===== config.mk =====
export PLATFORM = sky130hd
export DESIGN_NAME = uart_tx_feeder
export DESIGN_NICKNAME = d
export VERILOG_FILES = /design/src/rtl/uart_pkg.sv /design/src/rtl/uart_byte_fifo.sv /design/src/rtl/uart_tx_feeder.sv
export SDC_FILE = /design/constraint.sdc
export NUM_CORES = 1
export LEC_CHECK = 0
export BUFFER_PORTS_ARGS = -buffer_cell sky130_fd_sc_hd__buf_2
export CAP_MARGIN = 20
export CORE_AREA = 2 2 105 97
export CTS_CLUSTER_DIAMETER = 60
export DETAILED_ROUTE_END_ITERATION = 16
export DIE_AREA = 0 0 107 99
export MAX_ROUTING_LAYER = met4
export PLACE_DENSITY = 0.75
export SLEW_MARGIN = 30
export SYNTH_ARGS = -nofsm -noshare
export SYNTH_HDL_FRONTEND = slang
export SYNTH_HIERARCHICAL = 1
export SYNTH_SLANG_ARGS = --single-unit

===== constraint.sdc =====
create_clock -name clk -period 2.9 [get_ports clk]
set_input_delay 0 -clock clk [delete_from_list [all_inputs] [get_ports clk]]
set_output_delay 0 -clock clk [all_outputs]
set_load 0.01 [all_outputs]

===== src/rtl/uart_pkg.sv =====
`default_nettype none
// +----------------------------------------------------------------------------+
// | Module      : uart_pkg                                                     |
// | Description : UART MMIO register map, bit indices and feeder FSM states.   |
// | Revision    : 1.0 - initial release                                        |
// +----------------------------------------------------------------------------+
package uart_pkg;

  typedef logic [7:0] byte_t;

  localparam logic [31:0] c_ofs_tx     = 32'h0000_0000;
  localparam logic [31:0] c_ofs_rx     = 32'h0000_0004;
  localparam logic [31:0] c_ofs_status = 32'h0000_0008;
  localparam logic [31:0] c_ofs_ctrl   = 32'h0000_000C;
  localparam logic [31:0] c_ofs_baud   = 32'h0000_0010;

  localparam int c_status_rx_valid_bit = 0;
  localparam int c_status_tx_ready_bit = 1;

  localparam int c_ctrl_en_bit = 2;

  typedef enum logic [2:0] {
    ST_INIT_BAUD   = 3'd0,
    ST_INIT_CTRL   = 3'd1,
    ST_IDLE        = 3'd2,
    ST_RD_STATUS   = 3'd3,
    ST_WAIT_STATUS = 3'd4,
    ST_WR_TX       = 3'd5,
    ST_WAIT_TX     = 3'd6,
    ST_BACKOFF     = 3'd7
  } feeder_state_t;

  // CTRL word that turns the UART on
  function automatic logic [31:0] ctrl_enable_word();
    logic [31:0] v;
    v = 32'h0;
    v[c_ctrl_en_bit] = 1'b1;
    return v;
  endfunction

endpackage
`default_nettype wire


===== src/rtl/uart_byte_fifo.sv =====
`default_nettype none
// +----------------------------------------------------------------------------+
// | Module      : uart_byte_fifo                                               |
// | Description : Byte FIFO, power-of-two depth, first-word-fall-through head. |
// | Revision    : 1.0 - initial release                                        |
// +----------------------------------------------------------------------------+
module uart_byte_fifo
  import uart_pkg::*;
#(
  parameter int DEPTH = 8
) (
  input  logic  clk,
  input  logic  resetn,
  input  logic  push,
  input  byte_t wdata,
  input  logic  pop,
  output byte_t rdata,
  output logic  full,
  output logic  empty
);

  localparam int                 c_aw         = $clog2(DEPTH);
  localparam logic [c_aw:0]      c_full_count = (c_aw + 1)'(DEPTH);
  localparam logic [c_aw:0]      c_one_cnt    = (c_aw + 1)'(1);
  localparam logic [c_aw-1:0]    c_one_ptr    = c_aw'(1);

  byte_t             r_mem [DEPTH];
  logic [c_aw-1:0]   r_wr_ptr;
  logic [c_aw-1:0]   r_rd_ptr;
  logic [c_aw:0]     r_count;
  logic              w_push;
  logic              w_pop;

  assign full   = (r_count == c_full_count);
  assign empty  = (r_count == '0);
  assign w_push = push && !full;
  assign w_pop  = pop && !empty;
  assign rdata  = r_mem[r_rd_ptr];

  always_ff @(posedge clk) begin
    if (!resetn) begin
      r_wr_ptr <= '0;
      r_rd_ptr <= '0;
      r_count  <= '0;
    end else begin
      if (w_push) r_wr_ptr <= r_wr_ptr + c_one_ptr;
      if (w_pop)  r_rd_ptr <= r_rd_ptr + c_one_ptr;
      // a simultaneous push and pop leaves the occupancy untouched
      case ({w_push, w_pop})
        2'b10:   r_count <= r_count + c_one_cnt;
        2'b01:   r_count <= r_count - c_one_cnt;
        default: r_count <= r_count;
      endcase
    end
  end

  always_ff @(posedge clk) begin
    if (w_push) r_mem[r_wr_ptr] <= wdata;
  end

endmodule
`default_nettype wire


===== src/rtl/uart_tx_feeder.sv =====
`default_nettype none
// +----------------------------------------------------------------------------+
// | Module      : uart_tx_feeder                                               |
// | Description : Buffers upstream bytes and writes them to a UART over MMIO,  |
// |               polling STATUS for TX space. Optional UART init sequence is  |
// |               compiled in with macro UART_FEEDER_INIT_EN.                  |
// | Revision    : 1.0 - initial release                                        |
// +----------------------------------------------------------------------------+
module uart_tx_feeder
  import uart_pkg::*;
#(
  parameter logic [31:0] UART_BASE    = 32'h8000_1000,
  parameter int          FIFO_DEPTH   = 8,
  parameter int          POLL_GAP     = 4,
  parameter int          RESP_TIMEOUT = 16,
  parameter logic [31:0] BAUD_DIV     = 32'd868
) (
  input  logic        clk,
  input  logic        resetn,
  input  logic        s_valid,
  output logic        s_ready,
  input  logic [7:0]  s_data,
  output logic        mem_valid,
  output logic        mem_instr,
  output logic [31:0] mem_addr,
  output logic [31:0] mem_wdata,
  output logic [3:0]  mem_wstrb,
  input  logic        mem_ready,
  input  logic [31:0] mem_rdata,
  output logic        busy,
  output logic        err_timeout,
  input  logic        err_clr
);

`ifdef UART_FEEDER_INIT_EN
  localparam bit c_init_en = 1'b1;
`else
  localparam bit c_init_en = 1'b0;
`endif

  localparam feeder_state_t c_reset_state = c_init_en ? ST_INIT_BAUD : ST_IDLE;

  localparam int            c_tw        = $clog2(RESP_TIMEOUT + 1);
  localparam logic [c_tw-1:0] c_to_last = c_tw'(RESP_TIMEOUT - 1);
  localparam logic [c_tw-1:0] c_to_one  = c_tw'(1);
  localparam int            c_gw        = $clog2(POLL_GAP + 1);
  localparam logic [c_gw-1:0] c_gap_last = c_gw'(POLL_GAP - 1);
  localparam logic [c_gw-1:0] c_gap_one  = c_gw'(1);

  feeder_state_t     r_state;
  feeder_state_t     w_state_nxt;
  logic [c_tw-1:0]   r_wait_cnt;
  logic [c_gw-1:0]   r_gap_cnt;
  logic              r_req_sent;
  logic              r_init_done;
  logic              r_err;

  logic              w_full;
  logic              w_empty;
  byte_t             w_head;
  logic              w_push;
  logic              w_pop;
  logic              w_in_wait;
  logic              w_expired;
  logic              w_valid;
  logic [31:0]       w_addr;
  logic [31:0]       w_wdata;
  logic [3:0]        w_wstrb;
  logic              w_unused_rdata;

  assign w_unused_rdata = ^{mem_rdata[31:2], mem_rdata[0]};

  assign s_ready = resetn && r_init_done && !w_full;
  assign w_push  = s_valid && s_ready;

  uart_byte_fifo #(
    .DEPTH (FIFO_DEPTH)
  ) u_fifo (
    .clk    (clk),
    .resetn (resetn),
    .push   (w_push),
    .wdata  (s_data),
    .pop    (w_pop),
    .rdata  (w_head),
    .full   (w_full),
    .empty  (w_empty)
  );

  assign w_in_wait = (r_state == ST_WAIT_STATUS) || (r_state == ST_WAIT_TX) ||
                     (((r_state == ST_INIT_BAUD) || (r_state == ST_INIT_CTRL)) && r_req_sent);
  assign w_expired = w_in_wait && !mem_ready && (r_wait_cnt == c_to_last);

  always_comb begin
    w_state_nxt = r_state;
    w_valid     = 1'b0;
    w_addr      = 32'h0;
    w_wdata     = 32'h0;
    w_wstrb     = 4'h0;
    w_pop       = 1'b0;
    case (r_state)
      ST_INIT_BAUD: begin
        if (!r_req_sent) begin
          w_valid = 1'b1;
          w_addr  = UART_BASE + c_ofs_baud;
          w_wdata = BAUD_DIV;
          w_wstrb = 4'b1111;
        end else if (mem_ready) begin
          w_state_nxt = ST_INIT_CTRL;
        end else if (w_expired) begin
          w_state_nxt = ST_IDLE;
        end
      end
      ST_INIT_CTRL: begin
        if (!r_req_sent) begin
          w_valid = 1'b1;
          w_addr  = UART_BASE + c_ofs_ctrl;
          w_wdata = ctrl_enable_word();
          w_wstrb = 4'b0001;
        end else if (mem_ready || w_expired) begin
          w_state_nxt = ST_IDLE;
        end
      end
      ST_IDLE: begin
        if (!w_empty) w_state_nxt = ST_RD_STATUS;
      end
      ST_RD_STATUS: begin
        w_valid     = 1'b1;
        w_addr      = UART_BASE + c_ofs_status;
        w_state_nxt = ST_WAIT_STATUS;
      end
      ST_WAIT_STATUS: begin
        if (mem_ready) begin
          w_state_nxt = mem_rdata[c_status_tx_ready_bit] ? ST_WR_TX : ST_BACKOFF;
        end else if (w_expired) begin
          w_state_nxt = ST_IDLE;
        end
      end
      ST_WR_TX: begin
        w_valid     = 1'b1;
        w_addr      = UART_BASE + c_ofs_tx;
        w_wdata     = {24'h0, w_head};
        w_wstrb     = 4'b0001;
        w_state_nxt = ST_WAIT_TX;
      end
      ST_WAIT_TX: begin
        // the head byte leaves the FIFO only once its write is acknowledged
        if (mem_ready) begin
          w_pop       = 1'b1;
          w_state_nxt = ST_IDLE;
        end else if (w_expired) begin
          w_state_nxt = ST_IDLE;
        end
      end
      ST_BACKOFF: begin
        if (r_gap_cnt == c_gap_last) w_state_nxt = ST_RD_STATUS;
      end
      default: w_state_nxt = ST_IDLE;
    endcase
  end

  always_ff @(posedge clk) begin
    if (!resetn) begin
      r_state     <= c_reset_state;
      r_wait_cnt  <= '0;
      r_gap_cnt   <= '0;
      r_req_sent  <= 1'b0;
      r_init_done <= !c_init_en;
      r_err       <= 1'b0;
    end else begin
      r_state     <= w_state_nxt;
      r_wait_cnt  <= (w_in_wait && (w_state_nxt == r_state)) ? r_wait_cnt + c_to_one : '0;
      r_gap_cnt   <= ((r_state == ST_BACKOFF) && (w_state_nxt == ST_BACKOFF)) ?
                     r_gap_cnt + c_gap_one : '0;
      r_req_sent  <= (w_state_nxt == r_state) && (r_req_sent || w_valid);
      r_init_done <= r_init_done || (w_state_nxt == ST_IDLE);
      // a timeout in the same cycle as err_clr keeps the flag set
      if (w_expired)    r_err <= 1'b1;
      else if (err_clr) r_err <= 1'b0;
    end
  end

  assign mem_valid   = resetn && w_valid;
  assign mem_addr    = resetn ? w_addr  : 32'h0;
  assign mem_wdata   = resetn ? w_wdata : 32'h0;
  assign mem_wstrb   = resetn ? w_wstrb : 4'h0;
  assign mem_instr   = 1'b0;
  assign busy        = resetn && (!w_empty || (r_state != ST_IDLE));
  assign err_timeout = r_err;

endmodule
`default_nettype wire


==> flow_metrics.tcl, run 1 <==
set metrics [dict create \
    synth_edf_count 64 \
    slew_viol_final 0 \
    wl_met3_microns 546 \
    start_kind "register" \
    cp-startpoint "u_fifo/r_count[3]$_SDFFE_PN0P_" \
    crit_fanout 5 \
    cts_tree "done" \
    dr_wl_met2_microns 3700 \
    cts_buffer_depth 2 \
    cpMostUsedCell "xor2_1" \
    power.share.clock_pct 30.6 \
    antenna_cells 0 \
    postRouteAntennaNets 0 \
    final.setup.tns_ns 0 \
    fin_skew_ns 0.00826 \
    start_util_pct 46.9 \
    synthArstFlopShare_pct 0 \
    drive_gt1_share_pct 25.9 \
    p_leak_uw 0.00188 \
    num_vias 2614 \
    hpwl_microns 5310 \
    slowest_delay_ns 0.54 \
    die_y_microns 99 \
    seq_area_frac_synth_pct 55.4 \
    wl_met1_microns 3200 \
    setup-violations-final 0 \
    status "finished clean" \
    post-cts-setup-buffers 0 \
    path_cells "or4b_4, inv_1, nor3_2, and2_1, nand2_4, ha_2, xor2_1, ha_1, a21oi_1, xor2_1, or3_1, a21boi_0" \
    r2r_start "u_fifo/r_count[3]$_SDFFE_PN0P_" \
    hold_path.class "in2reg" \
    cp_slowest_cell "or4b_4" \
    required_ns 3.17 \
    fin_area_sq_mm 0.00488 \
    post_synth.cell_area_avg_sq_um 13.1 \
    timing.final.ws_setup_ns 0.148 \
    max_freq_mhz 363 \
    cts.sinks 91 \
    overflow 0 \
    crit_path_end_kind "register" \
    pin_count 118 \
    min_period_ns 2.75 \
    clkSlewWorstSetupHoldPaths_ns 0.09 \
    wirelength_microns 7510 \
    gp_congestion 0.846 \
    drt_first_pass_iters 4 \
    arrival_ns 3.02 \
    root_buffer "clkbuf_8" \
    dr.max_layer_used "met4" \
    rows 34 \
    final_cell_mix "edfxtp_1, conb_1, buf_2, dfxtp_1, buf_4" \
    ys_types 53 \
    syn_area_sq_mm 0.00445 \
    post-route-util_pct 51.4 \
    sequentialPowerShare_pct 57.0 \
    grt_antenna_before_repair 0 \
    power.switching_uw 647 \
    port_buffers 36 \
    grt_first_pass_wirelength_microns 12100 \
    htreeDepth 3 \
    final_common_cell "edfxtp_1" \
    die_w_microns 107 \
    cts_buffers 9 \
    die-area_sq_mm 0.0106 \
    fin_total_pwr_uw 2490 \
    combPwrFrac_pct 12.4 \
    yosys_register_bits 91 \
    synthCells 339 \
    rsz0062_at_grt "false" \
    grt_max_degree 19 \
    placed_area_sq_mm 0.00460 \
    period_share_pct 94.9 \
    slew_headroom_pct 46.3 \
    swShare_pct 25.9 \
    yosysWarnings 6 \
    vdd_drop_max_mv 0.277 \
    p_int_uw 1850 \
    synth-main-ff-cell "edfxtp_1" \
    clk_latency_ns 0.35 \
    viasPerCell 4.99 \
    nets 447 \
    dp_slack_ns 0.135 \
    route.detailed.drc 0 \
    track_usage_pct 15.6 \
    worst_slew_pin_slew_ns 0.804 \
    wl_per_cell_microns 14.3 \
    crit_type "reg2reg" \
    drtIter0Drc 107 \
    syn2layout_area_growth_pct 9.65 \
    cap_violations 0 \
    coreArea_sq_mm 0.00949 \
    first_global_vias 2432 \
    hold_violations 0 \
    min-delay-start "resetn" \
    power.density_mw_per_mm2 512 \
]
## path summary, 6_finish.rpt
kind / to / slack (ns) / cells past startpoint
worst max-delay path: u_fifo/r_count[2]$_SDFFE_PN0P_ / 0.15 / 12
worst min-delay path: r_state[1]$_SDFF_PN1_ / 0.04 / 3
worst max register to register: u_fifo/r_count[2]$_SDFFE_PN0P_ / 0.15 / 12
worst min register to register: r_gap_cnt[0]$_SDFF_PN0_ / 0.44 / 1
## cell usage after synthesis, types with 2 or more instances
master	number	share of area [%]
nor3_1	14	1.6
and3_1	6	0.84
mux2_2	8	2.0
nor4_1	5	0.70
buf_1	2	0.17
buf_6	3	0.76
clkbuf_1	3	0.25
nor2b_1	3	0.42
a21o_1	3	0.51
edfxtp_1	64	43
buf_2	4	0.45
and2_1	9	1.3
nor3b_1	2	0.34
nand2b_1	8	1.1
mux2i_1	4	0.90
or3_1	2	0.28
buf_4	58	9.8
nand3_1	4	0.45
o21ai_0	2	0.23
xor2_1	4	0.79
xnor2_1	5	0.98
dfxtp_1	27	12
nand2_1	14	1.2
nor4bb_1	2	0.45
nor2_1	10	0.84
mux4_2	16	8.1
o21a_1	2	0.34
inv_1	10	0.84
ha_1	9	2.5
a21oi_1	11	1.2
a211oi_1	3	0.51
## logic make-up (layout without fill, tap and decap cells)
logic type               count (synthesis)  in the layout  synth area share, %
buffers and inverters                   80             90                 12.3
multiplexers                            28             28                 11.0
XOR/XNOR                                 9              9                 1.77
flip-flops                              91             91                 55.4
AND/OR/NAND/NOR                         85             85                 10.8
adder cells (fa/ha/maj)                  9              9                 2.53
AO/OA/AOI/OAI                           36             36                 6.11
other                                    1             50               0.0843
## power by group through the flow
stage               clock network, uW  registers (uW)  logic, uW
finish                            763            1420        308
global route                      830            1430        343
CTS                               780            1420        307
detailed placement                  0            1450        297
global placement                    0            1450        293
floorplan                           0            1450        271
## timing repair
action	in CTS	in global routing
hold buffers	9	0
endpoints found under the setup margin	0	1
gates resized for setup	0	2
hold endpoints to repair	65	0
## metrics by stage
step                hold WS (ns)  std cells
floorplan                 0.0619        388
global placement           0.262        499
detailed placement         0.276        499
CTS                       0.0288        524
global route              0.0493        524
finish                    0.0356        524
## final cells by class
cell class	instances	area, sq um
Inverter	10	37.5
Multi-Input combinational cell	217	1630
Clock inverter	6	47.5
Fill cell	768	4610
Tap cell	126	158
Clock buffer	10	128
Sequential cell	91	2460
Timing Repair Buffer	64	413
## registers in the layout, summed over array words and instances (netlist names), 3 cells and up, named ones only
signal / cells
u_fifo/r_count: 4
u_fifo/r_mem: 64
r_wait_cnt: 5
r_gap_cnt: 3
u_fifo/r_rd_ptr: 3
u_fifo/r_wr_ptr: 3
r_state: 3
## metal layers
layer	vias to the layer above	track usage (%)
li1	1248	-
met1	1252	20.2
met2	109	24.8
met3	5	3.04
met4	0	5.59
met5	-	-
## worst max-delay path: cells and delay by family, from the launching register on
| family | cells | cell delay (ns) |
|---|---|---|
| buffers and inverters | 1 | 0.10 |
| AO/OA/AOI/OAI | 2 | 0.25 |
| AND/OR/NAND/NOR | 5 | 1.21 |
| flip-flops | 1 | 0.41 |
| XOR/XNOR | 2 | 0.32 |
| adder cells (fa/ha/maj) | 2 | 0.40 |
(Power assumes the default switching activity.)
==> run 2: changes to the inputs <==
- CORE_AREA: 2 2 105 97 -> 2 2 103 95
- DIE_AREA: 0 0 107 99 -> 0 0 105 97
- GPL_TIMING_DRIVEN: unset -> 0
- clock period: 2.9 -> 2.7 ns (I/O delays scaled with it)
==> run 2 against run 1 <==
  * Global-route usage rose by 1.6 points
  * Worst hold slack better by 0.037 ns
  * Cell count up 9.5%
  * Routed wire length increased by 11%
  * Maximum frequency rose by 5.4%
  * Sequential power increased by 8%
  * Via count up 6.8%
  * Register-to-register slack worse by 0.06 ns
  * Utilization increased by 8.1 points
  * Sequential share of layout area is 4.4 points lower
  * Non-clock buffer count rose by 54
  * Highest routed layer unchanged
==> flow_metrics.tcl, run 2 (synthesis gave the netlist of run 1 again) <==
set metrics [dict create \
    status "finished clean" \
    max_freq_mhz 383 \
    cap_violations 0 \
    period_share_pct 96.8 \
    register_area_sq_mm 0.00247 \
    drive_gt1_share_pct 36.7 \
    slowest_delay_ns 0.56 \
    cp-startpoint "u_fifo/r_count[1]$_SDFFE_PN0P_" \
    gp_congestion 0.867 \
    critPathCapture "u_fifo/r_count[2]$_SDFFE_PN0P_" \
    crit_path_end_kind "register" \
    route.detailed.drc 0 \
    port_buffers 35 \
    coreArea_sq_mm 0.00900 \
    arrival_ns 2.90 \
    die-area_sq_mm 0.0102 \
    grt_antenna_before_repair 0 \
    worst-path-stages 13 \
    cts_buffer_depth 2 \
    wirelength_microns 8350 \
    hold_path.class "in2reg" \
    postRouteAntennaNets 0 \
    clk_latency_ns 0.36 \
    power.density_mw_per_mm2 535 \
    track_usage_pct 17.3 \
    slew_viol_final 0 \
    largest_reg_flops 64 \
    fin_area_sq_mm 0.00536 \
    wl_per_cell_microns 14.6 \
    reg2reg_slack_ns 0.09 \
    hold_violations 0 \
    die_y_microns 97 \
    htreeDepth 3 \
    final_cell_mix "edfxtp_1, buf_4, conb_1, buf_2, dfxtp_1" \
    pin_count 118 \
    rsz0062_at_grt "true" \
    largest-register "u_fifo/r_mem" \
    top_regs "u_fifo/r_mem (64), r_wait_cnt (5), u_fifo/r_count (4)" \
    p_leak_uw 0.00219 \
    start_util_pct 49.4 \
    overflow 0 \
    placed_area_sq_mm 0.00500 \
    vdd_drop_max_mv 0.296 \
    syn2layout_area_growth_pct 20.5 \
    final_common_cell "edfxtp_1" \
    path_cells "buf_6, or4b_4, inv_2, nor3_2, and2_4, nand2_8, ha_4, xor2_1, ha_2, a21oi_1, xor2_1, or3_1, a21boi_1" \
    hpwl_microns 5930 \
    r2r_end "u_fifo/r_count[2]$_SDFFE_PN0P_" \
    nFillCells 726 \
    cp.buffers_inverters 2 \
    r2r_start "u_fifo/r_count[1]$_SDFFE_PN0P_" \
    die_w_microns 105 \
    slew_headroom_pct 47.9 \
    grt_max_degree 18 \
    worst_slew_pin_slew_ns 0.778 \
    num_vias 2792 \
    holdWs_ns 0.0723 \
    antenna_cells 0 \
    crit_type "reg2reg" \
    drt_first_pass_iters 5 \
    fin_skew_ns 0.0120 \
    cts_tree "done" \
    cpMostUsedCell "xor2_1" \
    hold-path-cell-count 4 \
    setup-violations-final 0 \
    reg2regPathDepth 13 \
    min_period_ns 2.61 \
    start_kind "register" \
    crit_fanout 8 \
    cp_slowest_cell "or4b_4" \
    viasPerCell 4.86 \
    required_ns 2.99 \
    multi_input_area_sq_mm 0.00169 \
    first_global_vias 2625 \
    grt_first_pass_wirelength_microns 13200 \
    cts.sinks 91 \
    cts_buffers 9 \
    rows 33 \
    path_delay_family "simple AND/OR/NAND/NOR gates" \
    root_buffer "clkbuf_8" \
    nets 501 \
    clkSlewWorstSetupHoldPaths_ns 0.08 \
    drtIter0Drc 180 \
]
-- run 2: final cells by class --
class	count	area share, %
Buffer	68	9.20
Multi-Input combinational cell	217	31.5
Inverter	10	0.701
Timing Repair Buffer	50	5.84
Clock inverter	7	1.52
Clock buffer	9	2.31
Sequential cell	91	46.1
Tap cell	122	2.85
-- run 2: power by group --
part           switching [uW]  internal, uW  leakage [uW]  total, uW
Sequential               16.1          1510      0.000798       1530
Combinational             223           185       0.00128        407
Clock                     487           444      0.000107        931
-- run 2: metrics by stage --
| step | instances | setup slack, ns | setup TNS (ns) | power (uW) | utilization [%] |
|---|---|---|---|---|---|
| floorplan | 388 | 0.0293 | 0 | 1850 | - |
| global placement | 545 | -0.550 | -11.39 | 1940 | 55.1 |
| detailed placement | 547 | -0.143 | -0.310 | 1950 | 55.6 |
| CTS | 573 | -0.0427 | -0.0427 | 2890 | 59.3 |
| global route | 574 | -0.0614 | -0.0614 | 2990 | 59.5 |
| finish | 574 | 0.0875 | 0 | 2870 | 59.5 |
-- run 2: worst reg2reg max path, stage by stage, from the launching register on --
cell      delay (ns)
dfxtp_1         0.31
buf_6           0.13
or4b_4          0.56
inv_2           0.08
nor3_2          0.05
and2_4          0.21
nand2_8         0.08
ha_4            0.15
xor2_1          0.16
ha_2            0.19
a21oi_1         0.04
xor2_1          0.15
or3_1           0.30
a21boi_1        0.11
-- run 2: how the worst min path moves through the flow --
stage | startpoint | end
final | s_valid | u_fifo/r_wr_ptr[1]$_SDFFE_PN0P_
after global routing | s_valid | u_fifo/r_wr_ptr[1]$_SDFFE_PN0P_
after CTS | s_valid | u_fifo/r_wr_ptr[1]$_SDFFE_PN0P_
after detailed placement | s_data[1] | u_fifo/r_mem[0][1]$_DFFE_PP_
after global placement | s_data[4] | u_fifo/r_mem[6][4]$_DFFE_PP_
after floorplan | resetn | r_state[1]$_SDFF_PN1_
-- run 2: routing by layer --
layer | up-vias | part of all wire [%] | track usage, %
met5 | - | 0 | -
met4 | 0 | 1.4 | 5.33
met3 | 11 | 7.2 | 4.78
met2 | 103 | 48 | 26.8
met1 | 1319 | 43 | 22.1
li1 | 1359 | - | -
-- run 2: repair_timing --
item                       in CTS  in global routing
setup endpoints to repair      20                 18
resized for setup               4                  8
hold endpoints to repair       71                  0
hold buffers                   10                  0
setup buffers                   0                  3
pin swaps                       1                  6
==> run 3: changes to the inputs <==
- CORE_AREA: 2 2 103 95 -> 2 2 98 100
- DIE_AREA: 0 0 105 97 -> 0 0 100 102
==> run 3 against run 2 <==
  * Die area grew 0.15%
  * Largest cell class unchanged
  * Sequential cell count unchanged
  * Highest routed layer unchanged
  * Sequential share of layout area fell by 0.19 points
==> flow_metrics.tcl, run 3 (synthesis gave the netlist of run 1 again) <==
set metrics [dict create \
    status "finished clean" \
    dp_cells 535 \
    cts_buffers 9 \
    critPathCapture "u_fifo/r_count[2]$_SDFFE_PN0P_" \
    cts_buffer_depth 2 \
    arrival_ns 2.85 \
    cts_tree "done" \
    hold_violations 0 \
    r2r_end "u_fifo/r_count[2]$_SDFFE_PN0P_" \
    cts.sinks 91 \
    reg2regPathDepth 13 \
    coreArea_sq_mm 0.00911 \
    r2r_start "u_fifo/r_count[1]$_SDFFE_PN0P_" \
    die-area_sq_mm 0.0102 \
    largest-register "u_fifo/r_mem" \
    slew_headroom_pct 39.8 \
    reg2reg_slack_ns 0.14 \
    required_ns 2.99 \
    final_common_cell "edfxtp_1" \
    multi_input_area_sq_mm 0.00169 \
    overflow 0 \
    num_vias 2812 \
    post-route-util_pct 59.0 \
    drive_gt1_share_pct 35.6 \
    stdcell_count 566 \
    slew_viol_final 0 \
    postRouteAntennaNets 0 \
    hold_path.class "in2reg" \
    cp-startpoint "u_fifo/r_count[1]$_SDFFE_PN0P_" \
    syn2layout_area_growth_pct 20.8 \
    fin_skew_ns 0.0114 \
    min_period_ns 2.56 \
    drt_first_pass_iters 4 \
    rows 35 \
    wl_per_cell_microns 14.6 \
    pin_count 118 \
    clk_latency_ns 0.36 \
    register_area_sq_mm 0.00246 \
    crit_fanout 8 \
    die_y_microns 102 \
    max_freq_mhz 391 \
    min-delay-start "s_valid" \
    drtIter0Drc 128 \
    start_kind "register" \
    port_buffers 35 \
    final_cell_mix "edfxtp_1, buf_4, conb_1, buf_2, dfxtp_1" \
    power.density_mw_per_mm2 531 \
    worst_slew_pin_slew_ns 0.900 \
    grt_first_pass_wirelength_microns 12900 \
    setup-violations-final 0 \
    nets 505 \
    nFillCells 714 \
    viasPerCell 4.97 \
    grt_max_degree 17 \
    top_regs "u_fifo/r_mem (64), r_wait_cnt (5), u_fifo/r_count (4)" \
    hold-path-cell-count 4 \
    track_usage_pct 17.3 \
    vdd_drop_max_mv 0.244 \
    die_w_microns 100 \
    largest_reg_flops 64 \
    antenna_cells 0 \
    clkSlewWorstSetupHoldPaths_ns 0.09 \
    gp_congestion 0.863 \
    hpwl_microns 5820 \
    cap_violations 0 \
    first_global_vias 2568 \
    grt_antenna_before_repair 0 \
    p_leak_uw 0.00218 \
    final.setup.tns_ns 0 \
    route.detailed.drc 0 \
    root_buffer "clkbuf_8" \
    crit_path_end_kind "register" \
    htreeDepth 3 \
    start_util_pct 48.8 \
    crit_type "reg2reg" \
    period_share_pct 94.7 \
    wirelength_microns 8270 \
]
[run 3: per-stage QoR]
stage                     power, uW  instance area (sq um)  hold WS, ns  worst slack, ns
final                          2850                   5370       0.0816            0.143
after global placement         1940                   4950        0.265           -0.606
after floorplan                1850                   4640       0.0619           0.0293
after global routing           2970                   5370       0.0859          -0.0132
after CTS                      2870                   5350       0.0935         -0.00934
after detailed placement       1950                   4980        0.261           -0.116
[run 3: critical path: stages, from the launching register on]
cell      delay [ns]
dfxtp_2         0.33
buf_6           0.12
or4b_4          0.52
inv_2           0.07
nor3_2          0.05
and2_4          0.21
nand2_8         0.08
ha_4            0.15
xor2_1          0.15
ha_2            0.18
a21oi_1         0.04
xor2_1          0.15
or3_1           0.32
a21boi_1        0.14
[run 3: timing repair]
action / 4_1_cts / 5_1_grt
setup buffers: 0 / 4
pin swaps: 1 / 4
endpoints found under the setup margin: 15 / 18
resized for setup: 6 / 3
hold endpoints to repair: 71 / 0
hold buffers: 14 / 0
cloned: 0 / 0
[run 3: area by class of cell]
| class | instances | area share (%) |
|---|---|---|
| Sequential cell | 91 | 45.9 |
| Inverter | 10 | 0.699 |
| Clock buffer | 9 | 2.31 |
| Tap cell | 111 | 2.59 |
| Multi-Input combinational cell | 217 | 31.5 |
| Buffer | 68 | 9.18 |
| Timing Repair Buffer | 54 | 6.52 |
| Clock inverter | 6 | 1.37 |
[run 3: worst min-delay path by stage]
stage,end,slack [ns]
floorplan,r_state[1]$_SDFF_PN1_,0.06
global placement,u_fifo/r_mem[6][3]$_DFFE_PP_,0.27
detailed placement,r_state[1]$_SDFF_PN1_,0.26
CTS,u_fifo/r_wr_ptr[1]$_SDFFE_PN0P_,0.09
global route,u_fifo/r_wr_ptr[1]$_SDFFE_PN0P_,0.09
finish,u_fifo/r_wr_ptr[1]$_SDFFE_PN0P_,0.08
[run 3: power by group]
part | internal, uW | leakage [uW] | switching [uW]
Combinational | 189 | 0.00129 | 218
Sequential | 1510 | 0.000797 | 17.1
Clock | 434 | 0.0000938 | 480
[run 3: layer usage]
layer	GRT usage, %	vias up	part of all wire (%)
met4	7.69	0	1.4
met1	21.9	1335	43
met3	3.21	6	6.3
met2	27.5	109	49
li1	-	1362	-
met5	-	-	0
